--- config.mk ---
export PLATFORM = sky130hd
export DESIGN_NAME = counter
export DESIGN_NICKNAME = d
export VERILOG_FILES = /design/src/rtl/counter_pkg.sv /design/src/rtl/counter.sv
export SDC_FILE = /design/constraint.sdc
export NUM_CORES = 1
export LEC_CHECK = 0
export ABC_CLOCK_PERIOD_IN_PS = 1200
export CAP_MARGIN = 20
export CORE_UTILIZATION = 25
export CTS_CLUSTER_SIZE = 40
export DETAILED_ROUTE_END_ITERATION = 12
export GPL_TIMING_DRIVEN = 0
export PLACE_DENSITY = 0.55
export SETUP_SLACK_MARGIN = 0.1
export SLEW_MARGIN = 20
export SYNTH_ARGS = -nofsm -noshare
export SYNTH_HDL_FRONTEND = slang
export SYNTH_SLANG_ARGS = --single-unit
--- constraint.sdc ---
create_clock -name clk -period 1.2 [get_ports clk]
set_input_delay 0.24 -clock clk [delete_from_list [all_inputs] [get_ports clk]]
set_output_delay 0.24 -clock clk [all_outputs]
set_load 0.01 [all_outputs]
--- src/rtl/counter_pkg.sv ---
// Shared constants and the wrapped next-value function for the modulo counter.
package counter_pkg;

  localparam int unsigned COUNTER_DEFAULT_WIDTH = 8;

  // Sum is formed one bit wider than any legal count so value + step never overflows.
  function automatic logic [31:0] wrap_next(input logic [31:0] value,
                                            input logic [31:0] step,
                                            input logic [31:0] max_value);
    logic [32:0] sum;
    sum = {1'b0, value} + {1'b0, step};
    if (sum > {1'b0, max_value}) begin
      sum = sum - ({1'b0, max_value} + 33'd1);
    end
    return sum[31:0];
  endfunction

endpackage

--- src/rtl/counter.sv ---
// Modulo-(MAX_VALUE+1) counter advancing by STEP per clock, with synchronous active-low reset.
module counter
  import counter_pkg::*;
#(
  parameter int unsigned      WIDTH       = COUNTER_DEFAULT_WIDTH,
  parameter longint unsigned  MAX_VALUE   = (64'd1 << WIDTH) - 64'd1,
  parameter longint unsigned  STEP        = 1,
  parameter longint unsigned  RESET_VALUE = 0
) (
  output logic [WIDTH-1:0] value,
  input  logic             clk,
  input  logic             reset
);

  if (WIDTH < 1 || WIDTH > 32) begin : g_bad_width
    $fatal(1, "counter: WIDTH must be in 1..32");
  end
  if (MAX_VALUE == 0 || MAX_VALUE > ((64'd1 << WIDTH) - 64'd1)) begin : g_bad_max
    $fatal(1, "counter: MAX_VALUE must satisfy 0 < MAX_VALUE <= 2**WIDTH-1");
  end
  if (STEP < 1 || STEP > MAX_VALUE) begin : g_bad_step
    $fatal(1, "counter: STEP must satisfy 1 <= STEP <= MAX_VALUE");
  end
  if (RESET_VALUE > MAX_VALUE) begin : g_bad_reset
    $fatal(1, "counter: RESET_VALUE must not exceed MAX_VALUE");
  end

  logic [WIDTH-1:0] value_q;
  logic [WIDTH-1:0] value_d;

  always_comb begin
    value_d = WIDTH'(wrap_next(32'(value_q), 32'(STEP), 32'(MAX_VALUE)));
  end

  always_ff @(posedge clk) begin
    if (!reset) begin
      value_q <= WIDTH'(RESET_VALUE);
    end else begin
      value_q <= value_d;
    end
  end

  assign value = value_q;

endmodule

# Word level (Yosys, flattened, before mapping)
# Index checks and enable logic that the tools add are counted.
[totals]
regBits = 8
elab_cells = 5
output_inout_bits = 8
[op_classes]
n_mux = 1
n_lt_le_gt_ge = 1
n_addsub = 2
[ops]
columns = ["operator", "count"]
rows = [
  ["adder 8 x 1 -> 9 bit (second input constant)", 1],
  ["> comparator 9 x 8 -> 1 bit (second input constant)", 1],
  ["two-way mux 8 bit", 1],
  ["subtractor 8 x 1 -> 8 bit (second input constant)", 1],
]

# Depth between registers and ports, before layout
# Gate-level depths: netlist of run 1.
[logic_depth]
ltp_word = 3
depth_mapped = 4
depth_no_buf = 4

# Least setup slack after synthesis of run 1
# Ideal clock, no wire load.
[synth_path]
path_type = "reg2reg"
from = "register value_q[0], in the netlist value[0]"
to = "register value_q[6], in the netlist value[6]"
arrival_time_ps = 1150
setup_time_ps = 70
path_slack_ps = -20
t_required_ps = 1130
path_stages_with_launch = 5
cell_sequence = "dfxtp_1 ha_1 nand2_1 or3_1 a21boi_1"
[synth_between]
elab_chain_len = 3
word_cells_on_any_way = 4
[synth_rtl]
columns = ["item", "line", "rtl"]
rows = [
  ["from (decl)", "counter.sv:28", "logic [WIDTH-1:0] value_q;"],
  ["from (signal assigned)", "counter.sv:37", "value_q <= WIDTH'(RESET_VALUE);"],
  ["from (signal assigned)", "counter.sv:39", "value_q <= value_d;"],
  ["adder 8 x 1 -> 9 bit (*)", "counter_pkg.sv:11", "sum = {1'b0, value} + {1'b0, step};"],
  ["subtractor 8 x 1 -> 8 bit / > comparator 9 x 8 -> 1 bit (equally long branches)", "counter_pkg.sv:13, counter_pkg.sv:12", ""],
  ["two-way mux 8 bit (*)", "counter_pkg.sv:12", "if (sum > {1'b0, max_value}) begin"],
]
# Mark *: on every way between the ends. The rest lies on a longest branch, timed or not.
# A chain may end at the register's enable or synchronous reset.

# Worst setup path in the final report of run 1
[layout_path]
from = "register value_q[6], in the netlist value[6]"
to = "output port value[6]"
[layout_rtl]
columns = ["item", "line", "rtl"]
rows = [
  ["to (decl)", "counter.sv:10", "output logic [WIDTH-1:0] value,"],
]
# No word-level cell between the ends.

==> reports/results.ini, run 1 <==
[run_status]
status=finished, final reports clean

[clock_tree]
cts_max_level=1
clk_path_buf_depth=2
worstSkewPairLatency_ns=0.25
cts-root-buf=clkbuf_4
clkSlewWorstSetupHoldPaths_ns=0.06
numCtsBuffers=3
cts_sinks=8
cts_tree=done

[placement]
routabilityCongestion=0.740
port_buffers=9
dp_cells=56
dp_hpwl_um=421

[yosys]
postSynthCellCount=33
ys.warnings.count=0
ys_top_cells_by_count=dfxtp_1, and2_1, nand2_1
synth_edf_count=0
ys.flop_type=dfxtp_1
yosysMostFrequentCell=dfxtp_1
yosysUniqueCellTypes=16
synthArstFlopShare_pct=0
syn_nets=36
synth_seq_cells=8
syn_avg_cell_area_sq_um=9.82
synth_top_area_share_pct=49.4
yosys.area.top_type=dfxtp_1
yosysSeqAreaShare_pct=49.4
synthesis.area_sq_um=324
synth_area_leaders=dfxtp_1, and2_1, xnor2_1

[sta]
finClkSkew_ns=0.00171
min_period_ns=1.08
worst_pin_slew_ns=0.225
max_freq_ghz=0.922
final_hold_viol_count=0
setup_viol=0
rsz0062_at_grt=yes
period_share_pct=90.4
final_max_slew_viol_count=0
maxSlewHeadroom_pct=85.0

[worst_setup_path]
path_class=flip-flop to primary output
rr_worst_depth=4
critPathMaxStageDelay_ns=0.36
critical_path_arrival_ns=0.84
worstSetupStartpoint=value[6]
cp.buffers_inverters=1
regToRegEndpoint=value[6]
crit_fanout=4
end_kind=primary output
crit_chain=clkdlybuf4s15_2
crit_required_ns=0.96
r2r_slack_ns=0.13
worst_path_max_delay_cell=dfxtp_1
startpoint_type=flip-flop
path_delay_family=flip-flops
r2r_start=value[0]

[global_route]
grt_pass1_vias=239
grt_use_met3_pct=3.49
grt.total_usage_pct=10.7
antenna_found_initial=0
grt_max_degree=10
met2_usage_pct=15.5
use_met1_pct=12.0
grt_first_pass_wirelength_um=979
busiest_layer=met2
grt_overflow=0

[routing]
wl_per_cell_um=9.61
drc=0
ant_nets=0
vias_per_cell=4.39
dr_total_vias=268
drt-pass1-iter-count=2
wl_um=586
drtIter0Drc=2

[final_layout]
multi_input_area_sq_um=173
nNetsFinal=51
num_antenna_cells=0
largest_reg_flops=8
postLayoutCoreUtil_pct=41.0
finalNonFillerCells=61
area_delta_synth_final_pct=46.3
fill_cells=120
seq_area_sq_um=178
drive_gt1_share_pct=42.6

[worst_hold_path]
min_from=value[0]
min_path_type=flip-flop to flip-flop
whs_path_depth=1
hold_path_end=value[0]

[power_and_ir_drop]
p_leak_nw=0.179
power_density_nw_per_um2=1140
ir_worst_vdd_mv=0.608

[floorplan]
die_h_um=38.0
rows=12
io_pins=10
core-area_sq_um=1160
die-width_um=38.0
dieArea_sq_um=1440
initial_core_util_pct=28.0

[flow_run]
max_cap_viol_count=0

-- kinds of logic (layout without fill, tap and decap cells) --
group                    count (synthesis)  after routing  synth area share, %
AND/OR/NAND/NOR                         15             15                 26.6
flip-flops                               8              8                 49.4
AO/OA/AOI/OAI                            4              4                 7.72
XOR/XNOR                                 3              3                 8.11
adder cells (fa/ha/maj)                  1              1                 3.86
multiplexers                             1              1                 3.09
buffers and inverters                    1             15                 1.16
-- where the power goes --
part | internal (mW) | switching (mW) | total [mW]
combinational | 0.0196 | 0.0156 | 0.0352
sequential | 0.270 | 0.0126 | 0.282
clock | 0.127 | 0.0951 | 0.223
total | 0.417 | 0.123 | 0.540
-- layout make-up --
| cell class | count | share of cell area [%] |
|---|---|---|
| flip-flops and latches | 8 | 37.5 |
| multi-input cells | 24 | 36.4 |
| repair buffers | 10 | 16.1 |
| clock buffers | 4 | 5.54 |
| well taps | 14 | 3.69 |
| inverters | 1 | 0.792 |
-- per-stage QoR --
step | hold slack, ns | TNS, ns | area (sq um) | total power [mW] | setup slack, ns
floorplan | 0.362 | 0 | 342 | 0.311 | 0.103
detailed placement | 0.449 | -0.0349 | 449 | 0.337 | -0.0198
global route | 0.484 | 0 | 474 | 0.577 | 0.0366
CTS | 0.458 | 0 | 478 | 0.558 | 0.0805
global placement | 0.442 | -0.0168 | 449 | 0.336 | -0.0168
finish | 0.456 | 0 | 474 | 0.540 | 0.115
-- worst max path at each step --
stage | to | cells past startpoint
finish | value[6] | 1
global route | value[6] | 4
CTS | value[2] | 1
detailed placement | value[2] | 1
global placement | value[2] | 1
floorplan | value[6] | 4
-- worst reg2reg max path, delay by kind of cell, from the launching register on --
| family | cells | cell delay, ns |
|---|---|---|
| compound gates | 1 | 0.12 |
| fa+ha+maj | 1 | 0.14 |
| flops | 1 | 0.37 |
| simple gates | 2 | 0.37 |
-- metal layers --
layer  routed length, um  share of wire, %
met1                 287                49
met5                   0                 0
met4                   7               1.2
met3                  20               3.4
met2                 270                46
-- layout by cell type (no fill, tap or decap) --
cell and count:
buf_2 4, inv_1 1, buf_4 1, nand2_1 3
xnor2_1 2, dfxtp_1 2, nand3_2 1, nor3_1 1
ha_4 1, clkdlybuf4s50_1 1, nand2b_1 1, clkdlybuf4s15_2 3
and2_1 4, mux2i_1 1, clkbuf_2 1, clkbuf_4 3
nor2b_1 1, dfxtp_4 4, or3_1 2, o21ai_0 2
clkbuf_1 1, a21boi_1 2, nand3_1 2, xor2_1 1
dfxtp_2 2
-- timing repair --
action / 4_1_cts / 5_1_grt
setup buffers: 0 / 1
hold buffers: 0 / 0
endpoints found under the setup margin: 10 / 9
pin swaps: 2 / 0
gates resized for setup: 29 / 6
endpoints found under the hold margin: 0 / 0
(Power assumes the default switching activity.)
==> run 2: changes to the inputs <==
ABC_CLOCK_PERIOD_IN_PS = not set   (was 1200)
MAX_ROUTING_LAYER = met4   (was not set)
==> results of run 2 <==
No change in the layout: final DEF, timing and power equal those of run 1.
Among the figures that moved: final weighted congestion in routability-driven placement 0.740 -> 0.749; overall routing resource usage 10.7% -> 11.0%
